`config.mk`:
```
export PLATFORM = sky130hd
export DESIGN_NAME = goomba_walker
export DESIGN_NICKNAME = d
export VERILOG_FILES = /design/src/rtl/goomba_walker.sv
export SDC_FILE = /design/constraint.sdc
export NUM_CORES = 1
export LEC_CHECK = 0
export CORE_MARGIN = 2
export CORE_UTILIZATION = 66
export CTS_CLUSTER_SIZE = 40
export DETAILED_ROUTE_END_ITERATION = 8
export PLACE_DENSITY = 0.84
export REMOVE_ABC_BUFFERS = 1
export SYNTH_ARGS = -nofsm -noshare
export SYNTH_HDL_FRONTEND = slang
export SYNTH_SLANG_ARGS = --single-unit
```
`constraint.sdc`:
```
create_clock -name clk -period 8.5 [get_ports clk]
set_input_delay 1.7 -clock clk [delete_from_list [all_inputs] [get_ports clk]]
set_output_delay 1.7 -clock clk [all_outputs]
set_load 0.03 [all_outputs]
```
`src/rtl/goomba_walker.sv`:
```
// goomba_walker: per-frame walker actor for Goomba enemies.
// Walks surfaces, turns at edges, falls with snap-to-platform, squashes.
module goomba_walker #(
  parameter int WIDTH         = 26,
  parameter int HEIGHT        = 27,
  parameter int SCREEN_W      = 640,
  parameter int FLOOR_Y       = 440,
  parameter int NUM_PLAT      = 9,
  parameter logic [NUM_PLAT*30-1:0] PLAT_TABLE = {
    {10'd421, 10'd639, 10'd343},
    {10'd0,   10'd218, 10'd343},
    {10'd560, 10'd639, 10'd257},
    {10'd140, 10'd500, 10'd240},
    {10'd0,   10'd79,  10'd257},
    {10'd360, 10'd639, 10'd138},
    {10'd0,   10'd279, 10'd138},
    {10'd560, 10'd630, 10'd62},
    {10'd10,  10'd80,  10'd62}
  },
  parameter int START_X       = 300,
  parameter int START_Y       = 0,
  parameter int START_DIR     = 1,
  parameter int WALK_STEP     = 1,
  parameter int FALL_MAX      = 4,
  parameter int SQUASH_FRAMES = 30
) (
  input  logic       clk,
  input  logic       rst_n,
  input  logic       frame_tick,
  input  logic       enable,
  input  logic       kill,
  input  logic       spawn,
  output logic [9:0] goomba_x,
  output logic [9:0] goomba_y,
  output logic       dir,
  output logic [1:0] state,
  output logic       grounded,
  output logic       alive,
  output logic       squash
);

  localparam int CW = $clog2(SQUASH_FRAMES + 1);

  typedef enum logic [1:0] {
    IDLE  = 2'd0,
    WALK  = 2'd1,
    FALL  = 2'd2,
    DYING = 2'd3
  } st_t;

  st_t           st_q, st_d;
  logic [9:0]    x_q, x_d;
  logic [9:0]    y_q, y_d;
  logic          dir_q, dir_d;
  logic [10:0]   vy_q, vy_d;
  logic [CW-1:0] cnt_q, cnt_d;

  logic [10:0]   xl, xe, bot, v, nb;
  logic [10:0]   snap_top, snap_y, fall_y;
  logic          hit;
  logic          gnd;

  // Surface geometry: grounding and smallest landing surface this step.
  always_comb begin
    logic [10:0] lft, rgt, top;
    xl       = {1'b0, x_q};
    xe       = xl + 11'(WIDTH);
    bot      = {1'b0, y_q} + 11'(HEIGHT);
    v        = (vy_q + 11'd1 > 11'(FALL_MAX)) ? 11'(FALL_MAX)
                                              : vy_q + 11'd1;
    nb       = bot + v;
    gnd      = (bot == 11'(FLOOR_Y));
    hit      = 1'b0;
    snap_top = '1;
    if (bot < 11'(FLOOR_Y) && 11'(FLOOR_Y) <= nb) begin
      hit      = 1'b1;
      snap_top = 11'(FLOOR_Y);
    end
    for (int i = 0; i < NUM_PLAT; i++) begin
      lft = {1'b0, PLAT_TABLE[30*i+20 +: 10]};
      rgt = {1'b0, PLAT_TABLE[30*i+10 +: 10]};
      top = {1'b0, PLAT_TABLE[30*i    +: 10]};
      if (xe >= lft && rgt >= xl) begin
        if (top == bot)
          gnd = 1'b1;
        if (bot < top && top <= nb && top < snap_top) begin
          hit      = 1'b1;
          snap_top = top;
        end
      end
    end
    snap_y = snap_top - 11'(HEIGHT);
    fall_y = {1'b0, y_q} + v;
  end

  // Next-state: spawn > kill > enabled frame tick; otherwise hold.
  always_comb begin
    st_d  = st_q;
    x_d   = x_q;
    y_d   = y_q;
    dir_d = dir_q;
    vy_d  = vy_q;
    cnt_d = cnt_q;
    if (spawn) begin
      st_d  = FALL;
      x_d   = 10'(START_X);
      y_d   = 10'(START_Y);
      dir_d = 1'(START_DIR);
      vy_d  = '0;
      cnt_d = '0;
    end else if (kill) begin
      if (st_q == WALK || st_q == FALL) begin
        st_d  = DYING;
        cnt_d = '0;
      end
    end else if (frame_tick && enable) begin
      unique case (st_q)
        WALK: begin
          if (!gnd) begin
            st_d = FALL;
            vy_d = '0;
          end else if (dir_q &&
                       xe + 11'(WALK_STEP) > 11'(SCREEN_W - 1)) begin
            dir_d = 1'b0;
          end else if (!dir_q && xl < 11'(WALK_STEP)) begin
            dir_d = 1'b1;
          end else if (dir_q) begin
            x_d = x_q + 10'(WALK_STEP);
          end else begin
            x_d = x_q - 10'(WALK_STEP);
          end
        end
        FALL: begin
          if (gnd) begin
            st_d = WALK;
            vy_d = '0;
          end else if (hit) begin
            y_d  = snap_y[9:0];
            vy_d = '0;
            st_d = WALK;
          end else begin
            y_d  = fall_y[9:0];
            vy_d = v;
          end
        end
        DYING: begin
          cnt_d = cnt_q + 1'b1;
          if (cnt_q == CW'(SQUASH_FRAMES - 1))
            st_d = IDLE;
        end
        default: ;
      endcase
    end
  end

  // Motion registers with synchronous active-low reset.
  always_ff @(posedge clk) begin
    if (!rst_n) begin
      st_q  <= FALL;
      x_q   <= 10'(START_X);
      y_q   <= 10'(START_Y);
      dir_q <= 1'(START_DIR);
      vy_q  <= '0;
      cnt_q <= '0;
    end else begin
      st_q  <= st_d;
      x_q   <= x_d;
      y_q   <= y_d;
      dir_q <= dir_d;
      vy_q  <= vy_d;
      cnt_q <= cnt_d;
    end
  end

  assign goomba_x = x_q;
  assign goomba_y = y_q;
  assign dir      = dir_q;
  assign state    = st_q;
  assign grounded = gnd;
  assign alive    = (st_q == WALK) || (st_q == FALL);
  assign squash   = (st_q == DYING);

endmodule

```
==> flow_metrics.py, run 1 <==
metrics = {
    "cts": {
        "cts_setup_buffers": 0,
        "cts_root_buf": "clkbuf_8",
        "cts.sinks": 39,
        "clk_path_buf_depth": 2,
        "clk_latency_ns": 0.30,
        "cts_tree": "done",
        "cts_resized": 0,
        "hold_buffers": 0,
        "cts_made_buffers": 5,
        "h-tree-depth": 2,
        "clkTransAtPathRegs_ns": 0.09,
    },
    "critical_path": {
        "setup.worst_path.end_class": "register",
        "critPathKind": "reg -> reg",
        "cp.arrival_ns": 6.87,
        "worst_ep_required_time_ns": 8.64,
        "worst_setup_path_start_kind": "register",
        "path_max_fanout": 11,
    },
    "route": {
        "drc": 0,
        "final_antenna_net_count": 0,
        "drt_iter0_markers": 479,
        "wire_per_inst_um": 17.4,
        "detail_route.first_pass.iterations": 6,
        "vias_per_cell": 6.58,
        "vias": 5043,
        "wl_mm": 13.3,
    },
    "placement": {
        "pre_cts_ws_ns": 2.12,
        "port_buffers": 31,
        "place.gp.congestion": 0.941,
        "dp_hpwl_mm": 10.1,
    },
    "finish": {
        "drive_above_1_share": 0.0765,
        "area_growth_pct": 8.24,
        "layout.nets": 711,
        "antennaDiodeCount": 0,
    },
    "timing": {
        "setup_viol": 0,
        "hold_viol": 0,
        "drv_slew": 0,
        "max_slew_margin": 0.186,
        "tns_ns": 0,
        "period_share": 0.791,
        "tightest_slew_ns": 1.22,
        "rsz0062_at_grt": "false",
        "fmaxAchievable_mhz": 149,
        "layout_setup_ws_ns": 1.78,
        "fin_worst_skew_ns": 0.0139,
        "layout_min_cycle_time_ns": 6.72,
    },
    "min_path": {
        "hold_class": "reg -> reg",
    },
    "yosys": {
        "synth_common_cells": "nand2_1 (58), nor2_1 (52), dfxtp_1 (39)",
        "yosysWarnings": 0,
        "synthTopCellsByArea": "dfxtp_1 (16%), ha_1 (9.3%), nand2_1 (4.4%)",
        "post_synth_num_cell_types": 100,
        "synthMostInstantiatedCell": "nand2_1",
        "yosys.area.top_type": "dfxtp_1",
        "netlist.area_leader.share": 0.157,
        "synth_seq_area_share": 0.157,
        "synth_flop_cell": "dfxtp_1",
        "synthArstFlopShare": 0,
        "synthCells": 651,
        "syn_avg_cell_area_um2": 7.63,
        "synth_edf_count": 0,
        "syn_area_um2": 4970,
        "synth-seq-cells": 39,
    },
    "pwr": {
        "clkPwrFrac": 0.308,
        "vdd_ir_drop_max_v": 0.000132,
        "switching_power_uw": 131,
        "power.internal_uw": 277,
        "powerDensity_nw_per_um2": 75.8,
        "combPwrFrac": 0.232,
        "swShare": 0.321,
        "leakagePower_uw": 0.00204,
        "seqPwrFrac": 0.460,
    },
    "floorplan": {
        "ios": 32,
        "core_um2": 7250,
        "die_y_um": 90.7,
        "initial_core_util": 0.685,
        "die-area_um2": 8230,
        "die_w_um": 90.7,
        "placementRows": 31,
    },
    "global_route": {
        "grtUsageTotal": 0.325,
        "grt_pass1_vias": 4719,
        "antenna_found_initial": 0,
        "grt_max_degree": 22,
        "grt_overflow": 0,
        "grt_first_pass_wirelength_mm": 22.5,
    },
    "flow_run": {
        "max_cap_violations": 0,
    },
    "status": {
        "outcome": "complete, no violations",
    },
}
-- power groups by stage --
stage / combinational, uW / sequential, uW / clock, uW
after floorplan: 66.3 / 193 / 0
after global placement: 89.7 / 192 / 0
after detailed placement: 91.7 / 192 / 0
after CTS: 92.1 / 187 / 125
after global routing: 104 / 188 / 134
final: 94.7 / 187 / 125
-- critical path, cell delays in order (launching register included) --
cell       delay, ns
dfxtp_1         0.41
and3_1          0.26
nand3_1         0.16
maj3_1          0.42
o22ai_1         0.20
nand3_1         0.19
nor3b_1         0.69
inv_1           0.15
fa_1            0.46
nor2b_1         0.25
nor2_1          0.15
or4_1           0.53
nand2_1         0.10
a31oi_1         0.08
o22a_1          0.21
a31oi_1         0.85
nor2_1          0.20
o31a_1          0.34
ha_1            0.20
or2_2           0.30
a2bb2oi_1       0.14
xor2_1          0.18
a31oi_1         0.10
-- through the flow --
step                std cells  utilization  power, uW  instance area, um2  hold WS [ns]
floorplan                 626            -        259                4840         0.453
global placement          758        0.729        281                5290         0.476
detailed placement        758        0.729        283                5290         0.475
CTS                       766        0.741        405                5380         0.514
global route              766        0.741        425                5380         0.524
finish                    766        0.741        407                5380         0.511
-- state kept, by name, summed over array words and instances, names as in the netlist --
name,cells
goomba_y,10
cnt_q,5
goomba_x,10
state,2
dir,1
vy_q,11
-- cell usage in the layout (no fill, tap or decap), types with 6 or more instances in the layout --
cell type / synthesis / layout
a211oi_1: 6 / 6
dfxtp_1: 39 / 39
o21ai_0: 30 / 30
a21o_1: 10 / 10
nor4_1: 9 / 9
o31ai_1: 11 / 11
or3_1: 11 / 11
ha_1: 37 / 37
nand4_1: 8 / 8
and2_1: 16 / 16
nand3_1: 25 / 25
xor2_1: 13 / 13
and3_1: 6 / 6
mux2i_1: 6 / 6
xnor2_1: 24 / 24
conb_1: 1 / 9
nor2_1: 52 / 52
inv_1: 31 / 31
nor3_1: 19 / 19
nand2_1: 58 / 58
o21a_1: 10 / 10
nand2b_1: 10 / 10
o211ai_1: 8 / 8
clkdlybuf4s50_1: 0 / 31
a31oi_1: 14 / 14
a21oi_1: 35 / 35
nor2b_1: 6 / 6
-- logic make-up (layout without fill, tap and decap cells) --
family | after synthesis | after routing | share of synthesized area
XOR/XNOR | 39 | 39 | 0.0718
flip-flops | 39 | 39 | 0.157
buffers and inverters | 65 | 73 | 0.0554
AO/OA/AOI/OAI | 204 | 204 | 0.317
multiplexers | 9 | 9 | 0.0197
other | 1 | 9 | 0.000755
AND/OR/NAND/NOR | 254 | 254 | 0.274
adder cells (fa/ha/maj) | 40 | 40 | 0.103
-- worst paths after layout --
kind | endpoint | slack [ns] | cells after the start | startpoint
setup / recovery | goomba_y[4] | 1.78 | 22 | vy_q[0]
hold / removal | vy_q[8] | 0.51 | 1 | vy_q[8]
setup reg to reg | goomba_y[4] | 1.78 | 22 | vy_q[0]
hold reg to reg | vy_q[8] | 0.51 | 1 | vy_q[8]
-- layout make-up --
| type | count | area (um2) |
|---|---|---|
| clock inverters | 2 | 12.5 |
| repair buffers | 33 | 325 |
| inverters | 32 | 120 |
| fillers | 595 | 1880 |
| multi-input cells | 555 | 3940 |
| flip-flops and latches | 39 | 781 |
| clock buffers | 6 | 72.6 |
| well taps | 99 | 124 |
-- layer usage --
layer / part of all wire / wire length, um / vias up / global-route usage
met2: 0.47 / 6210 / 202 / 0.533
met5: 0 / 0 / - / 0
met1: 0.44 / 5890 / 2357 / 0.442
met4: 0.017 / 233 / 0 / 0.0859
li1: - / - / 2454 / -
met3: 0.074 / 982 / 30 / 0.0551
(Power assumes the default switching activity.)
==> inputs of run 2 (changes only) <==
--- a/config.mk
+++ b/config.mk
@@ -6,10 +6,10 @@
 export NUM_CORES = 1
 export LEC_CHECK = 0
 export CORE_MARGIN = 2
-export CORE_UTILIZATION = 66
+export CORE_UTILIZATION = 61
 export CTS_CLUSTER_SIZE = 40
 export DETAILED_ROUTE_END_ITERATION = 8
-export PLACE_DENSITY = 0.84
+export PLACE_DENSITY = 0.78
 export REMOVE_ABC_BUFFERS = 1
 export SYNTH_ARGS = -nofsm -noshare
 export SYNTH_HDL_FRONTEND = slang
==> constraint.sdc (replaced) <==
create_clock -name clk -period 6.54 [get_ports clk]
set_input_delay 1.308 -clock clk [delete_from_list [all_inputs] [get_ports clk]]
set_output_delay 1.308 -clock clk [all_outputs]
set_load 0.03 [all_outputs]
==> flow_metrics.py, run 2 (synthesis gave the netlist of run 1 again) <==
metrics = {
    "critical_path": {
        "worst_setup_path_start_kind": "register",
        "crit_path_max_incr_delay_ns": 0.44,
        "crit_chain": "and3_1 -> nand3_1 -> maj3_1 -> o22ai_1 -> nand3_1 -> nor3_1 -> ha_1 -> inv_1 -> fa_1 -> nor2b_1 -> o21ai_1 -> nor2_1 -> o221ai_1 -> nor4_1 -> o211ai_1 -> o21ai_1 -> nand2_1 -> o21ai_0 -> ha_1 -> or2_2 -> a2bb2oi_1 -> xor2_1 -> a31oi_1",
        "path_max_fanout": 7,
        "worst_ep_required_time_ns": 6.69,
        "r2r-start": "vy_q[2]",
        "cp.arrival_ns": 6.08,
        "setup.worst_path.end_class": "register",
        "reg2reg_setup_slack_ns": 0.61,
        "crit_slowest_cell": "o21ai_1",
        "rr_endpoint": "goomba_y[4]",
        "r2r_cells": 23,
        "critPathKind": "reg -> reg",
    },
    "cts": {
        "h-tree-depth": 2,
        "cts_setup_buffers": 0,
        "clk_latency_ns": 0.30,
        "cts_root_buf": "clkbuf_8",
        "cts.sinks": 39,
        "cts_resized": 0,
        "cts_made_buffers": 5,
        "clkTransAtPathRegs_ns": 0.09,
        "clk_path_buf_depth": 2,
        "hold_buffers": 0,
        "cts_tree": "done",
    },
    "route": {
        "wire_per_inst_um": 17.5,
        "drt_iter0_markers": 425,
        "drc": 0,
        "vias": 5015,
        "detail_route.first_pass.iterations": 5,
        "vias_per_cell": 6.48,
        "wl_mm": 13.5,
        "final_antenna_net_count": 0,
    },
    "pwr": {
        "powerDensity_nw_per_um2": 98.2,
        "finalPower_uw": 532,
        "leakagePower_uw": 0.00207,
        "vdd_ir_drop_max_v": 0.000172,
    },
    "global_route": {
        "grt_max_degree": 22,
        "grt_first_pass_wirelength_mm": 21.9,
        "grt_overflow": 0,
        "grt_pass1_vias": 4613,
        "antenna_found_initial": 0,
        "grtUsageTotal": 0.305,
    },
    "timing": {
        "fmaxAchievable_mhz": 169,
        "hold_viol": 0,
        "layout_min_cycle_time_ns": 5.93,
        "rsz0062_at_grt": "false",
        "max_slew_margin": 0.461,
        "fin_worst_skew_ns": 0.0116,
        "tns_ns": 0,
        "setup_viol": 0,
        "tightest_slew_ns": 0.803,
        "period_share": 0.907,
        "layout_setup_ws_ns": 0.607,
        "drv_slew": 0,
    },
    "placement": {
        "place.gp.congestion": 0.985,
        "dp_hpwl_mm": 10.5,
        "placed_area_um2": 5330,
        "pre_cts_ws_ns": 0.819,
        "port_buffers": 31,
    },
    "floorplan": {
        "die_w_um": 94.2,
        "initial_core_util": 0.636,
        "ios": 32,
        "core_um2": 7810,
        "die-area_um2": 8880,
        "placementRows": 32,
        "die_y_um": 94.2,
    },
    "finish": {
        "layout.nets": 716,
        "final_cell_mix": "nand2_1 (58), nor2_1 (52), dfxtp_1 (39), ha_1 (37), a21oi_1 (35)",
        "largest_register_ffs": 11,
        "drive_above_1_share": 0.0833,
        "top_register": "vy_q",
        "design_area_um2": 5420,
        "final_common_cell": "nand2_1",
        "area_growth_pct": 9.07,
        "antennaDiodeCount": 0,
    },
    "min_path": {
        "whs_path_depth": 1,
        "hold_class": "reg -> reg",
        "min_from": "vy_q[8]",
        "hold_end": "vy_q[8]",
    },
    "flow_run": {
        "max_cap_violations": 0,
    },
    "status": {
        "outcome": "complete, no violations",
    },
}
run 2: cell type report:
type,instances,area [um2]
Clock inverter,2,12.5
Timing Repair Buffer,38,363
Multi-Input combinational cell,555,3940
Fill cell,688,2390
Sequential cell,39,781
Tap cell,102,128
Clock buffer,6,72.6
Inverter,32,120
run 2: how the worst max path moves through the flow:
| stage | depth (start not counted) | slack (ns) | endpoint | startpoint |
|---|---|---|---|---|
| CTS | 23 | 0.79 | goomba_y[4] | vy_q[2] |
| floorplan | 22 | 0.98 | goomba_y[4] | vy_q[2] |
| global route | 25 | 0.21 | goomba_y[4] | vy_q[0] |
| detailed placement | 23 | 0.82 | goomba_y[4] | vy_q[2] |
| global placement | 23 | 0.99 | goomba_y[4] | vy_q[0] |
| finish | 23 | 0.61 | goomba_y[4] | vy_q[2] |
run 2: stage by stage:
stage	hold slack, ns	utilization	std cells
3_5_place_dp	0.475	0.683	766
3_3_place_gp	0.472	0.683	766
2_1_floorplan	0.453	-	626
4_1_cts	0.496	0.694	774
6_report	0.499	0.694	774
5_1_grt	0.505	0.694	774
run 2: critical path: cells and delay by family (launching register included):
kind	cells	cell delay [ns]
XOR/XNOR	1	0.16
AND/OR/NAND/NOR	9	2.17
AO/OA/AOI/OAI	8	1.76
flip-flops	1	0.41
buffers and inverters	1	0.06
adder cells (fa/ha/maj)	4	1.24
run 2: report_power, final:
group          internal [uW]  switching [uW]
Clock                   74.6            88.8
Combinational           46.9            78.6
Sequential               239            4.23
run 2: metal layers:
metal,global-route usage,vias to the layer above,routed length (um)
met1,0.425,2332,6140
met4,0.0664,0,147
met5,0,-,0
met2,0.502,203,6240
met3,0.0409,18,1030
li1,-,2462,-
